`src/rtl/microwave_ctrl.sv`:
```
// Microwave cooking controller: keypad entry, 1 s tick prescaler,
// magnetron gating and door/stop/complete sequencing for the timer.
module microwave_ctrl #(
  parameter int TICK_DIV    = 100,
  parameter int MAX_DIGITS  = 3,
  parameter int DONE_CYCLES = 8
) (
  input  logic       clk,
  input  logic       clrn,
  input  logic       key_valid,
  input  logic [3:0] key_digit,
  input  logic       start,
  input  logic       stop,
  input  logic       door_closed,
  input  logic       timer_zero,
  output logic [3:0] timer_data,
  output logic       timer_loadn,
  output logic       timer_clrn,
  output logic       timer_en,
  output logic       mag_on,
  output logic       done,
  output logic [1:0] digit_cnt,
  output logic [2:0] state
);

  localparam int PW = (TICK_DIV > 1) ? $clog2(TICK_DIV) : 1;
  localparam int DW = (DONE_CYCLES > 1) ? $clog2(DONE_CYCLES) : 1;

  localparam logic [PW-1:0] PRE_MAX  = PW'(TICK_DIV - 1);
  localparam logic [DW-1:0] DONE_MAX = DW'(DONE_CYCLES - 1);
  localparam logic [1:0]    DIG_MAX  = 2'(MAX_DIGITS);

  typedef enum logic [2:0] {
    S_IDLE   = 3'd0,
    S_ENTRY  = 3'd1,
    S_COOK   = 3'd2,
    S_PAUSED = 3'd3,
    S_DONE   = 3'd4
  } state_t;

  state_t        r_state;
  logic [3:0]    r_data;
  logic          r_loadn;
  logic          r_tclrn;
  logic          r_en;
  logic          r_mag;
  logic          r_done;
  logic [1:0]    r_dcnt;
  logic [PW-1:0] r_pre;
  logic [DW-1:0] r_dcyc;

  state_t        w_state;
  logic [3:0]    w_data;
  logic          w_loadn;
  logic          w_tclrn;
  logic          w_en;
  logic          w_mag;
  logic          w_done;
  logic [1:0]    w_dcnt;
  logic [PW-1:0] w_pre;
  logic [DW-1:0] w_dcyc;

  logic w_key_ok;
  logic w_go;

  // Accepted key: valid BCD digit with room left in the entry.
  always_comb begin
    w_key_ok = key_valid
             && (key_digit <= 4'd9)
             && (r_dcnt < DIG_MAX);
    w_go = start && door_closed;
  end

  // Next-state and next-output decode; every output is registered.
  always_comb begin
    w_state = r_state;
    w_data  = r_data;
    w_loadn = 1'b1;
    w_tclrn = 1'b1;
    w_en    = 1'b0;
    w_mag   = 1'b0;
    w_done  = 1'b0;
    w_dcnt  = r_dcnt;
    w_pre   = r_pre;
    w_dcyc  = '0;

    unique case (r_state)
      S_IDLE: begin
        w_pre = '0;
        if (w_key_ok) begin
          w_data  = key_digit;
          w_loadn = 1'b0;
          w_dcnt  = r_dcnt + 2'd1;
          w_state = S_ENTRY;
        end
      end

      S_ENTRY: begin
        if (stop) begin
          w_state = S_IDLE;
          w_tclrn = 1'b0;
          w_dcnt  = '0;
          w_pre   = '0;
        end else if (w_go) begin
          w_state = S_COOK;
          w_mag   = 1'b1;
        end else if (!start && w_key_ok) begin
          w_data  = key_digit;
          w_loadn = 1'b0;
          w_dcnt  = r_dcnt + 2'd1;
        end
      end

      S_COOK: begin
        if (timer_zero) begin
          w_state = S_DONE;
          w_done  = 1'b1;
        end else if (!door_closed || stop) begin
          w_state = S_PAUSED;
        end else begin
          w_mag = 1'b1;
          if (r_pre == PRE_MAX) begin
            w_en  = 1'b1;
            w_pre = '0;
          end else begin
            w_pre = r_pre + 1'b1;
          end
        end
      end

      S_PAUSED: begin
        if (stop) begin
          w_state = S_IDLE;
          w_tclrn = 1'b0;
          w_dcnt  = '0;
          w_pre   = '0;
        end else if (w_go) begin
          w_state = S_COOK;
          w_mag   = 1'b1;
        end
      end

      S_DONE: begin
        if (stop || (r_dcyc == DONE_MAX)) begin
          w_state = S_IDLE;
          w_tclrn = 1'b0;
          w_dcnt  = '0;
          w_pre   = '0;
        end else begin
          w_done = 1'b1;
          w_dcyc = r_dcyc + 1'b1;
        end
      end

      default: begin
        w_state = S_IDLE;
        w_tclrn = 1'b0;
        w_dcnt  = '0;
        w_pre   = '0;
      end
    endcase
  end

  // State and output registers with synchronous active-low reset.
  always_ff @(posedge clk) begin
    if (!clrn) begin
      r_state <= S_IDLE;
      r_data  <= '0;
      r_loadn <= 1'b1;
      r_tclrn <= 1'b0;
      r_en    <= 1'b0;
      r_mag   <= 1'b0;
      r_done  <= 1'b0;
      r_dcnt  <= '0;
      r_pre   <= '0;
      r_dcyc  <= '0;
    end else begin
      r_state <= w_state;
      r_data  <= w_data;
      r_loadn <= w_loadn;
      r_tclrn <= w_tclrn;
      r_en    <= w_en;
      r_mag   <= w_mag;
      r_done  <= w_done;
      r_dcnt  <= w_dcnt;
      r_pre   <= w_pre;
      r_dcyc  <= w_dcyc;
    end
  end

  // Registered outputs straight to the ports.
  always_comb begin
    timer_data  = r_data;
    timer_loadn = r_loadn;
    timer_clrn  = r_tclrn;
    timer_en    = r_en;
    mag_on      = r_mag;
    done        = r_done;
    digit_cnt   = r_dcnt;
    state       = r_state;
  end

endmodule

```
`config.mk`:
```
export PLATFORM = sky130hd
export DESIGN_NAME = microwave_ctrl
export DESIGN_NICKNAME = d
export VERILOG_FILES = /design/src/rtl/microwave_ctrl.sv
export SDC_FILE = /design/constraint.sdc
export NUM_CORES = 1
export LEC_CHECK = 0
export ABC_AREA = 1
export CAP_MARGIN = 20
export CELL_PAD_IN_SITES_DETAIL_PLACEMENT = 1
export CELL_PAD_IN_SITES_GLOBAL_PLACEMENT = 2
export CORE_MARGIN = 4
export CORE_UTILIZATION = 28
export DETAILED_ROUTE_END_ITERATION = 8
export PLACE_DENSITY = 0.87
export SLEW_MARGIN = 20
export SYNTH_ARGS = -nofsm -noshare
export SYNTH_HDL_FRONTEND = slang
export SYNTH_SLANG_ARGS = --single-unit
```
`constraint.sdc`:
```
create_clock -name clk -period 1.7 [get_ports clk]
set_clock_uncertainty 0.1 [all_clocks]
set_input_delay 0.34 -clock clk [delete_from_list [all_inputs] [get_ports clk]]
set_output_delay 0.34 -clock clk [all_outputs]
set_load 0.05 [all_outputs]
```
# --- Word-level counts from Yosys, hierarchy flattened ---
# Index checks and enable logic that the tools add are counted.
totals:
  regBits: 24
  latchBits: 0
  ram_bits: 0
  rom_bits: 0
  input_bits: 11
  out_inout_bits: 14
  mem_count: 0
op_classes:
  add_sub_neg: 3
  multipliers: 0
  div: 0
  n_lt_le_gt_ge: 2
  n_eq_ne: 19
  shift: 0
  mux: 41
  bitwise: 3
  reduce_logical: 18
ops:
  columns: ["op", "count"]
  rows:
  - ["two-way mux 7 bit", 5]
  - ["one-hot mux 7 bit (3 select lines)", 1]
  - ["two-way mux 3 bit", 6]
  - ["two-way mux 4 bit", 4]
  - ["inequality test 2 bit (second input constant)", 8]
  - ["two-way mux 1 bit", 12]
  - ["two-way mux 2 bit", 6]
  - ["one-hot mux 3 bit (4 select lines)", 1]
  - ["one-hot mux 2 bit (5 select lines)", 1]
  - ["inequality test 3 bit (second input constant)", 3]
  - ["one-hot mux 4 bit (2 select lines)", 1]
  - ["AND reduction 4 bit", 2]
  - ["adder 7 x 1 -> 7 bit (second input constant)", 1]
  - ["== test 7 bit (second input constant)", 1]
  - ["== test 3 x 2 -> 1 bit (second input constant)", 2]
  - ["== test 3 bit (second input constant)", 2]
  - ["one-hot mux 1 bit (2 select lines)", 3]
  - ["AND reduction 6 bit", 1]
  - ["AND reduction 5 bit", 1]
  - ["<= comparator 4 bit (second input constant)", 1]
  - ["logical AND 1 bit", 4]
  - ["OR reduction 2 bit", 2]
  - ["OR reduction 4 bit", 1]
  - ["adder 3 x 1 -> 3 bit (second input constant)", 1]
  - ["12 further kinds", 16]

# --- Logic depth before layout (Yosys ltp) ---
depth:
  depth_word: 8
  depth_mapped: 10

# --- Least setup slack after synthesis ---
# No wires, ideal clock.
synth_path:
  path_type: "register to register"
  start: "register r_state[1] (netlist: state[1])"
  end: "register r_pre[6]"
  t_arrival_ns: 1.434
  required_time_ns: 1.472
  path_slack_ns: 0.038
  stages_incl_launch_ff: 9
  path_buffers: 1
  path_cell_list: "dfxtp_1 buf_4 inv_2 nand4_2 nand2_4 nor2_8 nor2_1 nor2_1 nor2_1"
synth_between:
  elab_chain_len: 4
  word_cells_on_any_way: 11
  classes_between: "eq/ne (8); mux (1); reduce/logical (2)"
synth_rtl:
  columns: ["element", "line", "rtl"]
  rows:
  - ["start, declared", "41", "state_t r_state;"]
  - ["start signal, assigned", "178", "r_state <= w_state;"]
  - ["== test 3 x 2 -> 1 bit / == test 3 x 1 -> 1 bit (equally long branches)", "87", "unique case (r_state)"]
  - ["OR reduction 2 bit (no source line)", null, null]
  - ["inequality test 2 x 1 -> 1 bit (no source line)", null, null]
  - ["AND reduction 4 bit (no source line)", null, null]
  - ["end signal, assigned", "186", "r_pre <= w_pre;"]
  - ["end, declared", "49", "logic [PW-1:0] r_pre;"]
# Parallel ways exist; a longest one is shown, timed or not.
# A chain may end at the register's enable or synchronous reset.

# --- Worst setup path after layout ---
layout_path:
  start: "register r_state[1] (netlist: state[1])"
  end: "output state[1]"
layout_lines:
  columns: ["element", "line", "rtl"]
  rows:
  - ["end, declared", "23", "output logic [2:0] state"]
# No word-level cell between the ends.

==> run metrics <==
status completed; clk_lat worst skew 0.27 ns; top cells by area, synth dfxtp_1 (39%), nor2_1 (11%), nand2_1 (9.5%); placed wire-length estimate 2730 µm; # hold bufs at CTS 0; Worst setup EP type output pin; Area growth syn-to-layout 39.1%; routability cong. roughly 0.84; Final setup viols 0; FP Rows 23; CTS buffer count 3; gr ovfl total 0; unrepaired setup endpoints after global routing yes; DR vias 1187; routed vias/inst about 4.7; Synth async-reset ratio 0%; global-route wire length before repair 6010 µm; synth cell count leaders nor2_1 (36), nand2_1 (31), dfxtp_1 (24); largest net degree at the start of global routing 14; wire per inst between 10 and 15 µm; peak supply drop 0.666 mV; top_reg_cell synth dfxtp_1; CTS tree built; # clock sinks 24; register bit total from synthesis 24; register area share after synthesis roughly two fifths; Critical Path, Cell by Cell buf_4 > buf_12; cell with the most instances after synthesis nor2_1; type of the worst min-delay path reg2reg; H-tree levels 1; CTS Buffer Depth 2; CP arrival 1.19 ns; # nets final around 220; die height about 74 µm; critical path's largest stage delay about 0.58 ns; CORE AREA just over 0.004 mm²; Buffers on Ports 24; final hold viol count 0; startpoint types flip-flop; Fin Hold WS slightly above 0.3 ns; area leader, netlist dfxtp_1; Synth warnings 0; PD cells 1680 mW/mm²; Unique masters post-synth 31; CP max stage cell dfxtp_1; routed wire length 3500 µm; fin. max-slew vios 0; # DRC 0; crit path kind reg2out; DRT antenna net count 0; Worst-path clk slew 0.09 ns; Max Fanout on Critical Path 8; DRT iter0 DRCs 54; max capacitance violation total 0; Cells after Synth between 150 and 200; Final Util between 40% and 50%; die area around 0.0055 mm²; Period minus WS final about 1.6 ns; slew margin rel. ~73%; worst slew pin tran approximately 0.4 ns; Antenna Cells 0; Post-synth EDFFs 0; iteration count of the initial detailed-routing pass 4; leakage 0.738 nW; layout cells sized above 1 27.6%; die width about 74 µm; initial antenna violation count 0; vias in the first global route roughly 1.3k; Mapped Area approximately 0.0012 mm²; io pins 25; Period Utilization, post-route between 90% and 100%; Synth Net Count around 180; CTS Root Cell clkbuf_8; Yosys top cell area share slightly below 40%; Required @ worst endpoint approximately 1.3 ns; Global Route Usage Sum between 10% and 20%; fmax a little over 600 MHz; starting density of the core 29.7%; Synth Area per Inst approximately 7.2 µm²
cell families after synthesis:
family	after synthesis	share of synthesized area [%]
AND/OR/NAND/NOR	93	36.6
buffers and inverters	25	8.59
flip-flops	24	39.3
AO/OA/AOI/OAI	20	9.30
adder cells (fa/ha/maj)	4	4.09
XOR/XNOR	3	2.15
metal layers:
layer / track usage, % / part of all wire [%] / vias up
li1: - / - / 602
met1: 18.5 / 48 / 556
met2: 23.2 / 47 / 21
met3: 1.49 / 2.9 / 8
met4: 6.44 / 2.3 / 0
met5: 0 / 0 / -
flip-flops by register name (all words and copies together) (netlist names), 2 cells and up:
signal      cells
r_pre           7
timer_data      4
r_dcyc          3
state           3
digit_cnt       2
worst paths after layout:
kind	from	to	slack, ns	cells past startpoint
worst min-delay path	r_dcyc[0]	r_dcyc[0]	0.30	1
worst max register to register	digit_cnt[1]	state[0]	0.11	9
worst max-delay path	state[1]	state[1]	0.07	2
worst min register to register	r_dcyc[0]	r_dcyc[0]	0.30	1
worst max-delay path, delay by kind of cell, from the launching register on:
family,cells,cell delay [ns]
flip-flops,1,0.58
buffers and inverters,2,0.34
layout make-up:
| class | count | area, µm² |
|---|---|---|
| fill | 521 | 2410 |
| inverter | 22 | 90.1 |
| multi-input combinational | 120 | 673 |
| clock buffer | 4 | 55.1 |
| sequential | 24 | 485 |
| tap | 50 | 62.6 |
| timing repair buffer | 33 | 335 |
stage by stage:
stage / instance area, µm² / setup TNS, ns / cells / worst slack [ns] / total power, W
detailed placement: 1610 / -2.82 / 249 / -0.332 / 0.00243
global route: 1700 / -0.0192 / 253 / -0.0154 / 0.00308
finish: 1700 / 0 / 253 / 0.0747 / 0.00286
CTS: 1660 / 0 / 253 / 0.0136 / 0.00285
floorplan: 1220 / 0 / 169 / 0.0383 / 0.00186
global placement: 1610 / -1.88 / 249 / -0.233 / 0.00240
power breakdown:
part	internal, W	leakage (nW)	total, W	switching [W]
clock	0.000207	0.0288	0.000401	0.000194
sequential	0.000685	0.198	0.000814	0.000129
combinational	0.000614	0.512	0.00165	0.00103
total	0.00151	0.738	0.00286	0.00135
what timing repair did:
item | 4_1_cts | 5_1_grt
gates resized for setup | 2 | 12
buffers inserted | 0 | 0
pin swaps | 0 | 2
hold endpoints to repair | 0 | 0
setup endpoints to repair | 3 | 19
cells in the final DEF (no fill, tap or decap), types with 2 or more instances in the layout:
cell type / Yosys / layout
dfxtp_1: 24 / 20
nand2_1: 31 / 31
nand2_4: 3 / 3
o21ai_0: 7 / 5
nor2_1: 36 / 33
nor3b_1: 2 / 2
nand3_2: 2 / 2
o21ai_1: 1 / 2
clkdlybuf4s50_1: 0 / 10
dfxtp_2: 0 / 4
a21oi_1: 6 / 6
o31ai_1: 2 / 2
buf_4: 1 / 18
clkbuf_8: 0 / 4
ha_1: 4 / 3
inv_2: 3 / 3
nor3_1: 3 / 3
buf_12: 0 / 5
xnor2_1: 2 / 2
nand3_1: 7 / 6
or2_2: 2 / 2
inv_1: 16 / 16
inv_4: 3 / 3
nor2_2: 2 / 5
(Power assumes the default switching activity.)
==> variant (same settings) <==
Put a register stage on the output `state`, without a reset. The value now appears one clock later. The other outputs are not delayed to match. Comments in the files are not updated.
--- a/src/rtl/microwave_ctrl.sv
+++ b/src/rtl/microwave_ctrl.sv
@@ -38,4 +38,6 @@
     S_DONE   = 3'd4
   } state_t;
+
+  logic [2:0] state_d;
 
   state_t        r_state;
@@ -198,5 +200,9 @@
     done        = r_done;
     digit_cnt   = r_dcnt;
-    state       = r_state;
+    state_d     = r_state;
+  end
+
+  always_ff @(posedge clk) begin
+    state <= state_d;
   end
 
Formal check against the unedited RTL: not equivalent (a bounded check fails within 4 cycles, from zero or initial values).
==> variant against the original RTL <==
Wire length fell by 0.77%; hold slack improved by 0.0093 ns; die area rose by 8.2%; sequential cell count rose by 3; first-iteration DRC count fell by 9.3%; design area rose by 8.3%; synthesized area rose by 9.2%; clock power fell by 8.7%; total power rose by 7.6%; setup slack improved by 0.0028 ns.
==> variant: results (changes against the original RTL) <==
Yosys
In the post-synthesis netlist, the biggest area contributors are sky130_fd_sc_hd__dfxtp_1 40%, sky130_fd_sc_hd__nand2_1 12%, sky130_fd_sc_hd__inv_1 8.7%. The commonest cells after synthesis are 41 x sky130_fd_sc_hd__nand2_1, 31 x sky130_fd_sc_hd__inv_1, 29 x sky130_fd_sc_hd__nor2_1, 27 x sky130_fd_sc_hd__dfxtp_1, 10 x sky130_fd_sc_hd__nand3_1. The adder-cell share of the synthesized area is 3.75% (-0.34 points). The xor/xnor share of the synthesized area is 1.31% (-0.84 points). The total nets after synthesis came to 206 (+12%). The count of unique library cells instantiated by Yosys is 24 (-23%). The portion of the post-synthesis area used by sequential elements is 40.4% (+1.2 points).

The average size of a mapped cell came to 7.00 um2 (-3.4%). The complex-gate fraction of the synthesized area is 6.93% (-2.4 points).

Global routing
The routing usage on met3 is 3.40% (+1.9 points). The met1 track demand over resource in global routing is 13.7% (-4.8 points). The total routing resource utilization after global routing came to 11.9% (-2.2 points).

The global-route wire length before repair is 5840 um (-2.7%). The global-route track usage on met2 is 21.5% (-1.7 points).

Status
The run finished with clean final reports.

Worst setup path
The arrival time of data at the critical path endpoint is 1.69 ns (+0.50 ns). The critical path's slowest cell is sky130_fd_sc_hd__dfxtp_2. The critical path's largest stage delay was 0.33 ns (-0.25 ns). The family of cells with the greatest summed delay on the critical path is simple AND/OR/NAND/NOR gates. The highest net fanout along the worst path is 6 (-2).

Clock network
The total clock buffers created by CTS is 3 (unchanged). The clock latency on the worst-skew pair is 0.27 ns (about the same).

Drt
The wire length per cell after detailed routing is 12.2 um (-12%). The routed via count is 1,317 (+11%). The count of routing violations after the opening detailed-route iteration was 49 (-9.3%). The total routed wirelength is 3470 um (-0.77%).

Cells and area
The share of layout cells above drive strength 1 is 24.5% (-3.1 points). The number of inserted filler cells in the final layout is 567 (+8.8%). The final net count is 249 (+14%).

STA
The headroom to the max-slew limit was 77.8% (+4.9 points).

Power and ir drop
The peak supply drop is 0.526 mV (-21%). The leakage power figure is 0.908 nW (+23%).

Placement
The number of cells after detailed placement is 280 (+12%). The HPWL after detailed placement is 2740 um (+0.46%). The routability-driven placement congestion ratio is 0.807 (-4.3%).
==> variant: worst paths after layout <==
kind | slack (ns) | cells past startpoint | from | to
worst min register to register | 0.31 | 1 | r_dcyc[0] | r_dcyc[0]
worst max register to register | 0.08 | 9 | r_dcyc[0] | r_pre[3]
worst max-delay path | 0.08 | 9 | r_dcyc[0] | r_pre[3]
worst min-delay path | 0.31 | 1 | r_dcyc[0] | r_dcyc[0]
==> variant: stage by stage <==
stage	hold slack (ns)	setup slack [ns]	TNS, ns	utilization, %
3_3_place_gp	0.312	-0.150	-1.36	38.7
4_1_cts	0.340	0.00925	0	39.7
2_1_floorplan	0.232	0.0151	0	-
6_report	0.312	0.0775	0	41.2
3_5_place_dp	0.331	-0.177	-1.92	38.7
5_1_grt	0.326	-0.0191	-0.0215	41.2
==> variant: final cells by class <==
type,instances,area [um2],share of cell area [%]
clock buffers,4,45.0,2.44
well taps,52,65.1,3.53
inverters,35,133,7.20
repair buffers,40,357,19.3
multi-input cells,127,701,38.0
flip-flops and latches,27,543,29.5
==> variant: what timing repair did <==
action / 4_1_cts / 5_1_grt
endpoints found under the hold margin: 0 / 0
setup buffers: 0 / 1
resized for setup: 0 / 15
setup endpoints to repair: 2 / 11
pin swaps: 1 / 2
==> variant: routing by layer <==
| metal | up-vias | part of all wire (%) |
|---|---|---|
| li1 | 680 | - |
| met1 | 605 | 45 |
| met2 | 26 | 50 |
| met3 | 6 | 4.8 |
| met4 | 0 | 0.78 |
| met5 | - | 0 |
==> variant: power breakdown <==
group	internal, mW	switching, mW
logic	0.639	1.18
registers	0.780	0.111
clock network	0.168	0.198
==> variant: cells by family after synthesis <==
group	count (synthesis)
compound gates	17
xor+xnor	2
fa+ha+maj	4
buf+inv	37
flops	27
simple gates	104
